`src/rtl/cpu7_exu_eclscbd_pkg.sv`:
```
// Shared constants for the execute-unit register scoreboard.
// The stall FSM encoding, the in-flight limit default and the stall counter width live here.
package cpu7_exu_eclscbd_pkg;

   localparam int unsigned NumRegs       = 32;
   localparam int unsigned RegIdxW       = 5;
   localparam int unsigned OutCntW       = 3;
   localparam int unsigned MaxOutDefault = 2;
   localparam int unsigned StallCntW     = 16;

   typedef enum logic {
      StRun  = 1'b0,
      StHold = 1'b1
   } stall_state_e;

endpackage

```
`src/rtl/cpu7_exu_scbd_reg.sv`:
```
// Pending-writeback vector: one bit per architectural register.
// A set and a clear can hit the same index in one cycle, and the set wins.
// Bit 0 (x0) is never pending.
module cpu7_exu_scbd_reg
   import cpu7_exu_eclscbd_pkg::*;
(
   input  logic               clk,
   input  logic               reset,
   input  logic               set_vld_i,
   input  logic [RegIdxW-1:0] set_idx_i,
   input  logic               clr_vld_i,
   input  logic [RegIdxW-1:0] clr_idx_i,
   output logic [NumRegs-1:0] pending_o
);

   logic [NumRegs-1:0] pend_q, pend_d;

   // Next vector: clear first, then set, so the younger issue overrides a same-index completion.
   always_comb begin
      pend_d = pend_q;
      if (clr_vld_i) pend_d[clr_idx_i] = 1'b0;
      if (set_vld_i) pend_d[set_idx_i] = 1'b1;
      pend_d[0] = 1'b0;
   end

   // Vector storage.
   always_ff @(posedge clk or posedge reset) begin
      if (reset) pend_q <= '0;
      else       pend_q <= pend_d;
   end

   assign pending_o = pend_q;

endmodule

```
`src/rtl/cpu7_exu_eclscbd.sv`:
```
// Decode-stage scoreboard: tracks in-flight long-latency writebacks and stalls decode on
// RAW/WAW hazards or when the in-flight limit is reached.
// Optional feature: define CPU7_SCBD_CPL_BYPASS_EN to let a same-cycle writeback satisfy a
// hazard through the W-stage bypass instead of stalling.
module cpu7_exu_eclscbd
   import cpu7_exu_eclscbd_pkg::*;
#(
   parameter int unsigned MAX_OUT = MaxOutDefault
) (
   input  logic                 clk,
   input  logic                 reset,
   input  logic                 valid_d,
   input  logic [RegIdxW-1:0]   rs1_d,
   input  logic [RegIdxW-1:0]   rs2_d,
   input  logic                 rs1_use_d,
   input  logic                 rs2_use_d,
   input  logic [RegIdxW-1:0]   rd_d,
   input  logic                 wen_d,
   input  logic                 long_d,
   input  logic                 flush,
   input  logic                 cpl_vld,
   input  logic [RegIdxW-1:0]   cpl_rd,
   output logic                 stall_d,
   output logic [NumRegs-1:0]   pending,
   output logic [OutCntW-1:0]   out_cnt,
   output logic [StallCntW-1:0] stall_cnt,
   output logic                 err
);

   localparam logic [OutCntW-1:0] MaxOutC = OutCntW'(MAX_OUT);

   logic                 byp_rs1, byp_rs2, byp_rd;
   logic                 raw1, raw2, waw, full;
   logic                 issue, accept_long, underflow, clr_vld;
   logic [OutCntW-1:0]   out_cnt_q, out_cnt_d;
   logic                 err_q, err_d;
   logic [StallCntW-1:0] stall_cnt_q, stall_cnt_d;
   stall_state_e         state_q, state_d;

`ifdef CPU7_SCBD_CPL_BYPASS_EN
   // A writeback landing this cycle is forwarded, so its register no longer blocks decode.
   assign byp_rs1 = cpl_vld & (cpl_rd == rs1_d);
   assign byp_rs2 = cpl_vld & (cpl_rd == rs2_d);
   assign byp_rd  = cpl_vld & (cpl_rd == rd_d);
`else
   assign byp_rs1 = 1'b0;
   assign byp_rs2 = 1'b0;
   assign byp_rd  = 1'b0;
`endif

   // Hazard detection and issue qualification, zero latency.
   always_comb begin
      raw1        = rs1_use_d & pending[rs1_d] & ~byp_rs1;
      raw2        = rs2_use_d & pending[rs2_d] & ~byp_rs2;
      waw         = wen_d & pending[rd_d] & ~byp_rd;
      // A completion in the same cycle frees a slot, so the limit only bites without one.
      full        = long_d & (out_cnt_q == MaxOutC) & ~cpl_vld;
      stall_d     = valid_d & ~flush & (raw1 | raw2 | waw | full);
      issue       = valid_d & ~flush & ~stall_d;
      accept_long = issue & long_d & wen_d & (rd_d != '0);
      // A completion with nothing in flight is a protocol error and must not touch state.
      underflow   = cpl_vld & ~accept_long & (out_cnt_q == '0);
      clr_vld     = cpl_vld & ~underflow;
   end

   cpu7_exu_scbd_reg u_scbd_reg (
      .clk       (clk),
      .reset     (reset),
      .set_vld_i (accept_long),
      .set_idx_i (rd_d),
      .clr_vld_i (clr_vld),
      .clr_idx_i (cpl_rd),
      .pending_o (pending)
   );

   // In-flight counter and sticky underflow flag next state.
   always_comb begin
      out_cnt_d = out_cnt_q;
      if (accept_long && !cpl_vld)                        out_cnt_d = out_cnt_q + 3'd1;
      else if (cpl_vld && !accept_long && !underflow)     out_cnt_d = out_cnt_q - 3'd1;
      err_d = err_q | underflow;
   end

   // In-flight counter and error flag registers.
   always_ff @(posedge clk or posedge reset) begin
      if (reset) begin
         out_cnt_q <= '0;
         err_q     <= 1'b0;
      end else begin
         out_cnt_q <= out_cnt_d;
         err_q     <= err_d;
      end
   end

   // Stall FSM transitions and saturating stall-cycle count.
   always_comb begin
      state_d = state_q;
      unique case (state_q)
         StRun:   if (stall_d)  state_d = StHold;
         StHold:  if (!stall_d) state_d = StRun;
         default: state_d = StRun;
      endcase
      stall_cnt_d = stall_cnt_q;
      if (stall_d && (stall_cnt_q != '1)) stall_cnt_d = stall_cnt_q + 16'd1;
   end

   // Stall FSM state and counter registers.
   always_ff @(posedge clk or posedge reset) begin
      if (reset) begin
         state_q     <= StRun;
         stall_cnt_q <= '0;
      end else begin
         state_q     <= state_d;
         stall_cnt_q <= stall_cnt_d;
      end
   end

   assign out_cnt   = out_cnt_q;
   assign stall_cnt = stall_cnt_q;
   assign err       = err_q;

endmodule
```
`config.mk`:
```
export PLATFORM = sky130hd
export DESIGN_NAME = cpu7_exu_eclscbd
export DESIGN_NICKNAME = d
export VERILOG_FILES = /design/src/rtl/cpu7_exu_eclscbd_pkg.sv /design/src/rtl/cpu7_exu_scbd_reg.sv /design/src/rtl/cpu7_exu_eclscbd.sv
export SDC_FILE = /design/constraint.sdc
export NUM_CORES = 1
export LEC_CHECK = 0
export BUFFER_PORTS_ARGS = -buffer_cell sky130_fd_sc_hd__buf_2
export CAP_MARGIN = 20
export CORE_ASPECT_RATIO = 0.8
export CORE_MARGIN = 2
export CORE_UTILIZATION = 25
export DETAILED_ROUTE_END_ITERATION = 10
export PLACE_DENSITY_LB_ADDON = 0.2
export SLEW_MARGIN = 10
export SYNTH_ARGS = -nofsm -noshare
export SYNTH_HDL_FRONTEND = slang
export SYNTH_HIERARCHICAL = 1
export SYNTH_SLANG_ARGS = --single-unit
```
`constraint.sdc`:
```
create_clock -name clk -period 5.9 [get_ports clk]
set_input_delay 0.59 -clock clk [delete_from_list [all_inputs] [get_ports clk]]
set_output_delay 0.59 -clock clk [all_outputs]
set_load 0.01 [all_outputs]
```
==> flow_summary_export.csv, run 1 <==
group,metric,value,unit
cells_and_area,num_antenna_cells,0,
worst_setup_path,setup.worst_path.start_class,"input port",
worst_setup_path,worst-path-buf-inv,2,
global_route,grt_pass1_vias,2773,
clock_network,cts_buffer_depth,2,
sta,finalHoldViolCount,0,
routing,wl_per_cell,18.9,microns
synthesis,synth_area_leaders,"dfrtp_1 (40%), mux4_2 (15%), o21ai_0 (6.9%)",
synthesis,synth_seq_area_share,39.9,%
run_status,outcome,"completed",
pwr,intPower,0.000706,W
sta,fmax,243,MHz
cells_and_area,nNetsFinal,410,
clock_network,cts_buffers,5,
pwr,swShare,32.4,%
worst_setup_path,crit_required,6.10,ns
pwr,comb_power_share,25.2,%
synthesis,ys_types,52,
synthesis,async_reset_ff_share,100,%
place,place_area,0.00377,sq mm
global_route,grt-ovfl-total,0,
worst_setup_path,worst_ep_arrival_time,4.31,ns
hold_path,hold_class,"in -> async",
floorplanning,io_pins,82,
routing,drtIter0Drc,226,
synthesis,yosys_warnings,6,
sta,min_period_over_period,69.6,%
routing,drtAntennaViolNets,0,
synthesis,mappedNetlistArea,0.00320,sq mm
pwr,power.leakage,1.81,nW
place,hpwl,7790,microns
sta,fin_crit,4.11,ns
cells_and_area,utilization,31.9,%
cells_and_area,drive_above_1_share,31.3,%
worst_setup_path,slowest_delay,0.56,ns
clock_network,cts_setup_buffers,0,
routing,via_per_inst,5.12,
clock_network,insertion_delay,0.29,ns
worst_setup_path,cp_slowest_cell,"mux4_2",
floorplanning,start_util,25.9,%
global_route,antenna_found_initial,0,
synthesis,synth_edf_count,0,
worst_setup_path,reg2reg_from,"u_scbd_reg/pending_o[3]",
pwr,power.density,265,mW/mm^2
pwr,p_sw,0.000339,W
place,io_buffers,80,
sta,setup_tns,0,ns
place,dp_slack,1.49,ns
sta,clock_skew,0.0122,ns
pwr,pwr-share-seq,43.1,%
worst_setup_path,crit_chain,"buf_2 > mux4_2 > nor2b_1 > a2111oi_0 > and4b_1 > nor3_4 > nand2_2 > clkinv_2 > nand2_1 > fa_1 > or4_1 > a21o_1 > o211ai_1",
global_route,grt_util_all_layers,15.5,%
pwr,clkPwrFrac,31.7,%
floorplanning,coreArea,0.0123,sq mm
clock_network,holdBufCountCts,0,
job,cap_violations,0,
clock_network,htree_levels,2,
place,gp_congestion,0.874,
global_route,grt_max_degree,32,
cells_and_area,mostFrequentLayoutCells,"buf_2 (80), dfrtp_1 (51), o21ai_0 (44)",
clock_network,cts.repair.resized,0,
worst_setup_path,crit_start,"rs1_d[0]",
worst_setup_path,crit_family,"simple AND/OR/NAND/NOR gates",
synthesis,synth_top_cell_area_share,39.9,%
worst_setup_path,end_kind,"flip-flop",
sta,tightest_slew,0.760,ns
floorplanning,rows,36,
sta,rsz0062_at_grt,"no",
routing,num_vias,2821,
synthesis,ys_ff_latch,51,
global_route,grt_pass1_wl,16200,microns
sta,slew_violations,0,
floorplanning,dieHeight,105,microns
clock_network,cts_sinks,51,
cells_and_area,fillCellCount,1330,
sta,setup_ws,1.79,ns
synthesis,syn_inst,300,
synthesis,synth.largest_area_cell,"dfrtp_1",
floorplanning,die_w,130,microns
synthesis,syn_nets,331,
routing,dr.pass1.iters,4,
synthesis,dominantRegCellSynth,"dfrtp_1",
cells_and_area,area_growth_syn_to_layout,23.1,%
pwr,ir_worst_vdd,0.160,mV
clock_network,root_buffer,"clkbuf_16",
floorplanning,die_area,0.0137,sq mm
worst_setup_path,critPathMaxFanout,17,
cells_and_area,layout_commonest_cell,"buf_2",
clock_network,cts_tree,"done",
worst_setup_path,critPathKind,"in -> reg",
cells_and_area,fin_area,0.00394,sq mm
sta,setup_viol,0,
sta,hold_ws,0.389,ns
sta,slew_headroom,49.3,%
synthesis,syn_avg_cell_area,10.7,sq um
routing,drt_wl_total,10400,microns
routing,drc,0,
clock_network,clk_pin_slew_worst_paths,0.08,ns
-- cell usage after synthesis, types with 2 or more instances --
cell and number:
dfrtp_1 51, o21ai_0 44, mux4_2 21, o21ai_1 20
mux2i_1 15, nor2_1 13, xor2_1 13, nand2_1 12
nand3_1 12, nand3b_1 11, inv_1 9, nor2b_1 6
nor4_1 6, or3b_1 6, buf_4 5, nor3_1 4
a21oi_1 3, nor3b_1 3, nor4b_1 3, or3_1 3
and3_1 2, buf_1 2, clkbuf_1 2, mux2_2 2
nand4_1 2, o22ai_1 2, or2_2 2, xnor2_1 2
-- cell families after synthesis --
family	Yosys count	synth area share, %
AO/OA/AOI/OAI	81	14.1
other	1	0.117
adder cells (fa/ha/maj)	2	1.02
multiplexers	39	20.5
XOR/XNOR	15	4.11
flip-flops	51	39.9
AND/OR/NAND/NOR	92	17.4
buffers and inverters	19	2.85
-- stage by stage --
stage,cells,total power [W]
after floorplan,300,0.000612
after global placement,543,0.000718
after detailed placement,543,0.000722
after CTS,551,0.00106
after global routing,551,0.00111
final,551,0.00105
-- layer usage --
layer | routed length [microns] | up-vias | GRT usage (%)
met2 | 4560 | 104 | 22.3
li1 | - | 1304 | -
met1 | 5040 | 1409 | 24.2
met4 | 68 | 0 | 2.96
met5 | 0 | - | 0
met3 | 729 | 4 | 2.61
-- worst register-to-register path, cell delays in order (launching register included) --
cell       delay, ns
dfrtp_1         0.42
mux4_2          0.50
nor2b_1         0.15
a2111oi_0       0.32
and4b_1         0.27
nor3_4          0.55
nand2_2         0.17
clkinv_2        0.17
nand2_1         0.09
fa_1            0.40
or4_1           0.48
a21o_1          0.17
o211ai_1        0.07
-- power by group through the flow --
stage,Combinational [W],Sequential (W),Clock [W]
finish,0.000264,0.000450,0.000332
global route,0.000291,0.000459,0.000356
CTS,0.000265,0.000451,0.000339
detailed placement,0.000264,0.000458,0
global placement,0.000261,0.000457,0
floorplan,0.000155,0.000458,0
-- flip-flops by register name (all words and copies together), names as in the netlist --
register	cells
err	1
out_cnt	3
stall_cnt	16
u_scbd_reg/pending_o	31
-- worst paths after layout --
kind	to	slack [ns]	cells past startpoint
worst max-delay path	out_cnt[2]	1.79	13
worst min-delay path	u_scbd_reg/pending_o[14]	0.39	3
worst max register to register	out_cnt[2]	2.04	12
worst min register to register	stall_cnt[6]	0.48	1
max in group asynchronous	stall_cnt[7]	4.97	2
min in group clk	stall_cnt[6]	0.48	1
-- layout make-up --
type | instances | area [sq um] | area share, %
Multi-Input combinational cell | 230 | 1830 | 46.5
Sequential cell | 51 | 1280 | 32.4
Timing Repair Buffer | 81 | 408 | 10.4
Tap cell | 171 | 214 | 5.43
Clock buffer | 5 | 125 | 3.18
Clock inverter | 3 | 43.8 | 1.11
Inverter | 10 | 38.8 | 0.985
Power figures use the tool's default switching activity.
==> inputs of run 2 (changes only) <==
ABC_AREA = 1   (was not set)
clock period = 4 ns   (was 5.9 ns; I/O delays follow)
==> run 2 against run 1 <==
  * Final cell count rose by 56%
  * Via count rose by 50%
  * Utilization fell by 2.2 points
  * Global-route usage rose by 1.5 points
  * Power rose by 42%
  * Combinational power rose by 52%
  * First-iteration DRC count rose by 77%
  * Sequential share of layout area fell by 3.5 points
  * Design area rose by 12%
  * Clock power rose by 27%
  * Area after synthesis rose by 18%
  * Register-to-register slack got worse by 0.78 ns
==> flow_summary_export.csv, run 2 <==
group,metric,value,unit
synthesis,yosys_warnings,6,
floorplanning,io_pins,82,
routing,wl_per_cell,15.9,microns
cells_and_area,regArea,0.00128,sq mm
floorplanning,start_util,25.3,%
worst_setup_path,worst_ep_arrival_time,2.99,ns
floorplanning,coreArea,0.0149,sq mm
global_route,grt-ovfl-total,0,
clock_network,insertion_delay,0.29,ns
pwr,power.leakage,2.25,nW
routing,num_vias,4221,
worst_setup_path,setup.worst_path.start_class,"input port",
routing,dr.pass1.iters,5,
job,cap_violations,0,
sta,setup_viol,0,
cells_and_area,nNetsFinal,697,
floorplanning,die_area,0.0161,sq mm
synthesis,synth.largest_area_cell,"dfrtp_1",
cells_and_area,multi_input_area,0.00217,sq mm
floorplanning,rows,40,
cells_and_area,drive_above_1_share,16.2,%
pwr,power.density,336,mW/mm^2
run_status,outcome,"completed",
sta,finalHoldViolCount,0,
routing,drtIter0Drc,399,
routing,drtAntennaViolNets,0,
sta,tightest_slew,0.792,ns
clock_network,cts_tree,"done",
pwr,ir_worst_vdd,0.172,mV
global_route,grt_pass1_wl,21400,microns
worst_setup_path,crit_required,4.19,ns
sta,min_period_over_period,70.1,%
synthesis,ys_ff_latch,51,
routing,via_per_inst,4.92,
cells_and_area,mostFrequentLayoutCells,"nand2_1 (284), nand3_1 (112), buf_2 (80)",
synthesis,synth_seq_area_share,33.9,%
synthesis,syn_nets,625,
global_route,grt_util_all_layers,17.0,%
worst_setup_path,critPathMaxFanout,22,
cells_and_area,layout_commonest_cell,"nand2_1",
sta,hold_ws,0.193,ns
synthesis,syn_avg_cell_area,6.33,sq um
worst_setup_path,end_kind,"flip-flop",
synthesis,dominantRegCellSynth,"dfrtp_1",
global_route,grt_pass1_vias,3913,
clock_network,cts_sinks,51,
place,dp_slack,0.941,ns
synthesis,synthTopCellsByCount,"nand2_1 (284), nand3_1 (112), dfrtp_1 (51)",
sta,fin_crit,2.80,ns
synthesis,mappedNetlistArea,0.00376,sq mm
clock_network,holdBufCountCts,0,
worst_setup_path,crit_chain,"buf_2 > inv_4 > nand2_1 > nand3_1 > nand3_1 > nand2_1 > nand2_1 > nand3_1 > nand3_1 > nand2_2 > nor2_4 > nand2_2 > a21oi_1 > nand2_1 > nor2_1 > nand2_1 > nand2_1 > nand2_1",
synthesis,syn_inst,594,
synthesis,synth_edf_count,0,
place,io_buffers,80,
cells_and_area,utilization,29.7,%
cells_and_area,area_growth_syn_to_layout,17.5,%
cells_and_area,largest_register_ff_count,31,
clock_network,cts_setup_buffers,0,
synthesis,async_reset_ff_share,100,%
routing,drc,0,
floorplanning,die_w,141,microns
sta,clock_skew,0.00768,ns
worst_setup_path,crit_family,"simple AND/OR/NAND/NOR gates",
clock_network,cts_buffers,5,
cells_and_area,fillCellCount,1664,
hold_path,hold_class,"in -> async",
sta,slew_violations,0,
routing,drt_wl_total,13600,microns
worst_setup_path,worst-path-buf-inv,2,
worst_setup_path,cp_slowest_cell,"nor2_1",
sta,setup_tns,0,ns
synthesis,synth_area_leaders,"dfrtp_1 (34%), nand2_1 (28%), nand3_1 (15%)",
worst_setup_path,critPathKind,"in -> reg",
place,gp_congestion,0.888,
sta,setup_ws,1.20,ns
floorplanning,dieHeight,114,microns
place,hpwl,10800,microns
synthesis,synth_top_cell_area_share,33.9,%
sta,fmax,357,MHz
global_route,antenna_found_initial,2,
clock_network,clk_pin_slew_worst_paths,0.07,ns
synthesis,ys_types,30,
worst_setup_path,crit_top_cell,"nand2_1",
worst_setup_path,slowest_delay,0.46,ns
clock_network,cts_buffer_depth,2,
global_route,grt_max_degree,32,
clock_network,root_buffer,"clkbuf_16",
sta,rsz0062_at_grt,"no",
clock_network,cts.repair.resized,0,
synthesis,synth.most_common_cell,"nand2_1",
clock_network,htree_levels,2,
sta,slew_headroom,47.2,%
[run 2: changes by cell type in the layout (fill, tap and decap cells not counted), moves of 11 or more]
cell	before	now
o21ai_0	44	8
nand3_1	12	112
mux2i_1	15	0
nand2_1	12	284
o21ai_1	20	1
inv_1	9	36
mux4_2	21	0
nor3_1	4	15
[run 2: cell type report]
cell class	count	share of cell area, %
repair buffers	83	9.57
well taps	189	5.35
flip-flops and latches	51	28.9
clock buffers	6	2.92
clock inverters	2	0.283
diodes	2	0.113
multi-input cells	482	49.1
inverters	43	3.82
[run 2: final timing paths]
kind / start / endpoint / cells past startpoint / slack [ns]
setup / recovery: rd_d[0] / u_scbd_reg/pending_o[14] / 18 / 1.20
hold / removal: reset / u_scbd_reg/pending_o[8] / 3 / 0.19
setup reg to reg: u_scbd_reg/pending_o[15] / u_scbd_reg/pending_o[14] / 16 / 1.26
hold reg to reg: err / err / 1 / 0.51
max in group asynchronous: reset / stall_cnt[15] / 2 / 3.24
min in group clk: cpl_vld / err / 2 / 0.40
[run 2: layer usage]
layer	up-vias	wire, microns	part of all wire, %	global-route usage, %
met2	171	5670	42	24.4
met1	1997	6710	49	25.9
met4	0	142	1.0	4.47
met5	-	0	0	0
met3	10	1080	8.0	3.11
li1	2043	-	-	-
[run 2: stage by stage]
stage / instance area [sq um] / power [W] / std cells
finish: 4420 / 0.00148 / 858
global route: 4420 / 0.00158 / 856
CTS: 4420 / 0.00150 / 856
detailed placement: 4270 / 0.00107 / 848
floorplan: 3760 / 0.000908 / 594
global placement: 4270 / 0.00106 / 848
[run 2: kinds of logic after synthesis]
logic type               after synthesis  synth area share (%)
AO/OA/AOI/OAI                         15                  2.49
XOR/XNOR                              14                  3.26
adder cells (fa/ha/maj)                2                 0.865
buffers and inverters                 61                  8.41
flip-flops                            51                  33.9
other                                  1                0.0997
AND/OR/NAND/NOR                      450                  50.9
[run 2: tightest hold or removal path: cells and delay by family]
family	cells	cell delay, ns
buf+inv	3	0.50
[run 2: power breakdown]
part           total, W  leakage (nW)  internal, W  switching (W)
Sequential     0.000660         0.693     0.000566      0.0000942
Combinational  0.000401          1.50     0.000144       0.000257
Clock          0.000423        0.0669     0.000231       0.000192
==> inputs of run 3 (changes only) <==
clock period = 2.3 ns   (was 4 ns; I/O delays follow)
==> run 3 against run 2 <==
  * Critical path type is now reg -> out
  * Design area up 9.7%
  * Flip-flop and latch count unchanged
  * Final cell count rose by 3.3%
  * Clock skew is 0.0045 ns lower
  * Critical path depth shrank 6
  * Largest cell class unchanged
  * First-iteration DRC count is 18% lower
  * Combinational power up 97%
  * Largest power group unchanged
  * Clock-buffer cell count unchanged
  * Register-to-register slack lost 1.1 ns
==> flow_summary_export.csv, run 3 (synthesized netlist as in run 2, its figures left out) <==
group,metric,value,unit
clock_network,clk_pin_slew_worst_paths,0.07,ns
floorplanning,coreArea,0.0149,sq mm
routing,drc,0,
floorplanning,rows,40,
routing,via_per_inst,4.81,
floorplanning,die_area,0.0161,sq mm
clock_network,root_buffer,"clkbuf_16",
routing,drt_wl_total,13700,microns
cells_and_area,largest_register_ff_count,31,
floorplanning,die_w,141,microns
cells_and_area,num_antenna_cells,0,
cells_and_area,mostFrequentLayoutCells,"nand2_1 (272), nand3_1 (105), buf_2 (80)",
cells_and_area,layout_commonest_cell,"nand2_1",
worst_setup_path,setup.worst_path.start_class,"flip-flop",
floorplanning,dieHeight,114,microns
global_route,use_met2,25.0,%
sta,min_period_over_period,95.3,%
sta,fmax,456,MHz
sta,setup_ws,0.108,ns
cells_and_area,nNetsFinal,727,
job,cap_violations,0,
clock_network,insertion_delay,0.29,ns
floorplanning,io_pins,82,
routing,num_vias,4262,
clock_network,cts_tree,"done",
worst_setup_path,end_kind,"output port",
clock_network,cts_buffer_depth,2,
sta,slew_violations,0,
place,place_area,0.00447,sq mm
place,gp_congestion,0.893,
pwr,ir_worst_vdd,0.284,mV
worst_setup_path,critPathMaxFanout,5,
cells_and_area,fin_area,0.00485,sq mm
routing,drtIter0Drc,328,
global_route,grt_pass1_vias,3945,
pwr,power.leakage,2.42,nW
sta,finalHoldViolCount,0,
global_route,gr-max-usage-layer,"met1",
routing,drtAntennaViolNets,0,
cells_and_area,drive_above_1_share,27.5,%
worst_setup_path,critPathKind,"reg -> out",
run_status,outcome,"completed",
pwr,power.total,0.00282,W
global_route,grtUsageMet3,2.31,%
sta,tightest_slew,0.805,ns
clock_network,cts_sinks,51,
sta,slew_headroom,46.3,%
floorplanning,start_util,25.3,%
worst_setup_path,rrSetupSlack,0.12,ns
clock_network,cts_buffers,5,
global_route,antenna_found_initial,0,
worst_setup_path,crit_required,2.07,ns
routing,dr.pass1.iters,5,
clock_network,htree_levels,2,
sta,setup_viol,0,
global_route,grt_max_degree,32,
sta,rsz0062_at_grt,"yes",
pwr,power.density,581,mW/mm^2
global_route,use_met1,26.3,%
worst_setup_path,worst_ep_arrival_time,1.96,ns
place,io_buffers,80,
global_route,grt_util_all_layers,17.0,%
place,hpwl,10700,microns
hold_path,hold_class,"in -> async",
sta,fin_crit,2.19,ns
sta,clock_skew,0.00314,ns
cells_and_area,area_growth_syn_to_layout,28.9,%
global_route,grt-ovfl-total,0,
place,dp_slack,0.00457,ns
global_route,grt_pass1_wl,21600,microns
routing,wl_per_cell,15.5,microns
==> run 3: where the power goes <==
part	internal, W	switching (W)	total, W
logic	0.000316	0.000474	0.000790
registers	0.000991	0.000161	0.00115
clock network	0.000541	0.000334	0.000875
==> run 3: worst paths after layout <==
path / start / end / cells after the start
setup / recovery: u_scbd_reg/pending_o[8] / stall_d / 12
hold / removal: reset / u_scbd_reg/pending_o[3] / 3
setup reg to reg: u_scbd_reg/pending_o[23] / out_cnt[2] / 15
hold reg to reg: err / err / 1
max in group asynchronous: reset / out_cnt[2] / 2
min in group clk: cpl_vld / err / 2
==> run 3: per-layer routing <==
layer,up-vias,part of all wire [%]
li1,2105,-
met1,1991,51
met2,157,42
met3,9,5.9
met4,0,0.89
met5,-,0
==> run 3: cell type report <==
type | instances | area [sq um]
Fill cell | 1626 | 10000
Inverter | 43 | 169
Timing Repair Buffer | 113 | 709
Clock buffer | 6 | 139
Multi-Input combinational cell | 482 | 2250
Tap cell | 189 | 236
Sequential cell | 51 | 1310
Clock inverter | 2 | 35.0
==> run 3: timing repair <==
| action | in CTS | in global routing |
|---|---|---|
| pin swaps | 1 | 10 |
| hold buffers | 0 | 0 |
| hold endpoints to repair | 0 | 0 |
| buffers inserted | 1 | 9 |
| resized for setup | 11 | 46 |
| gates cloned | 0 | 0 |
| setup endpoints to repair | 1 | 50 |
==> run 3: critical path, cell delays in order (launching register included) <==
cell	delay [ns]
dfrtp_1	0.49
nand2_1	0.08
nand3_1	0.07
nand3_1	0.10
nand2_1	0.07
nand2_1	0.04
nand3b_1	0.09
nand3_2	0.09
nand2_2	0.10
nor2_4	0.05
buf_4	0.13
nor3_4	0.19
buf_2	0.18
==> run 3: stage by stage <==
| stage | TNS, ns | hold slack, ns | instances | utilization, % |
|---|---|---|---|---|
| finish | 0 | 0.0230 | 886 | 32.6 |
| global route | -0.0393 | 0.0897 | 886 | 32.6 |
| CTS | 0 | 0.0389 | 877 | 31.4 |
| detailed placement | 0 | 0.358 | 868 | 30.1 |
| global placement | 0 | 0.355 | 868 | 30.1 |
| floorplan | 0 | 0.194 | 594 | - |
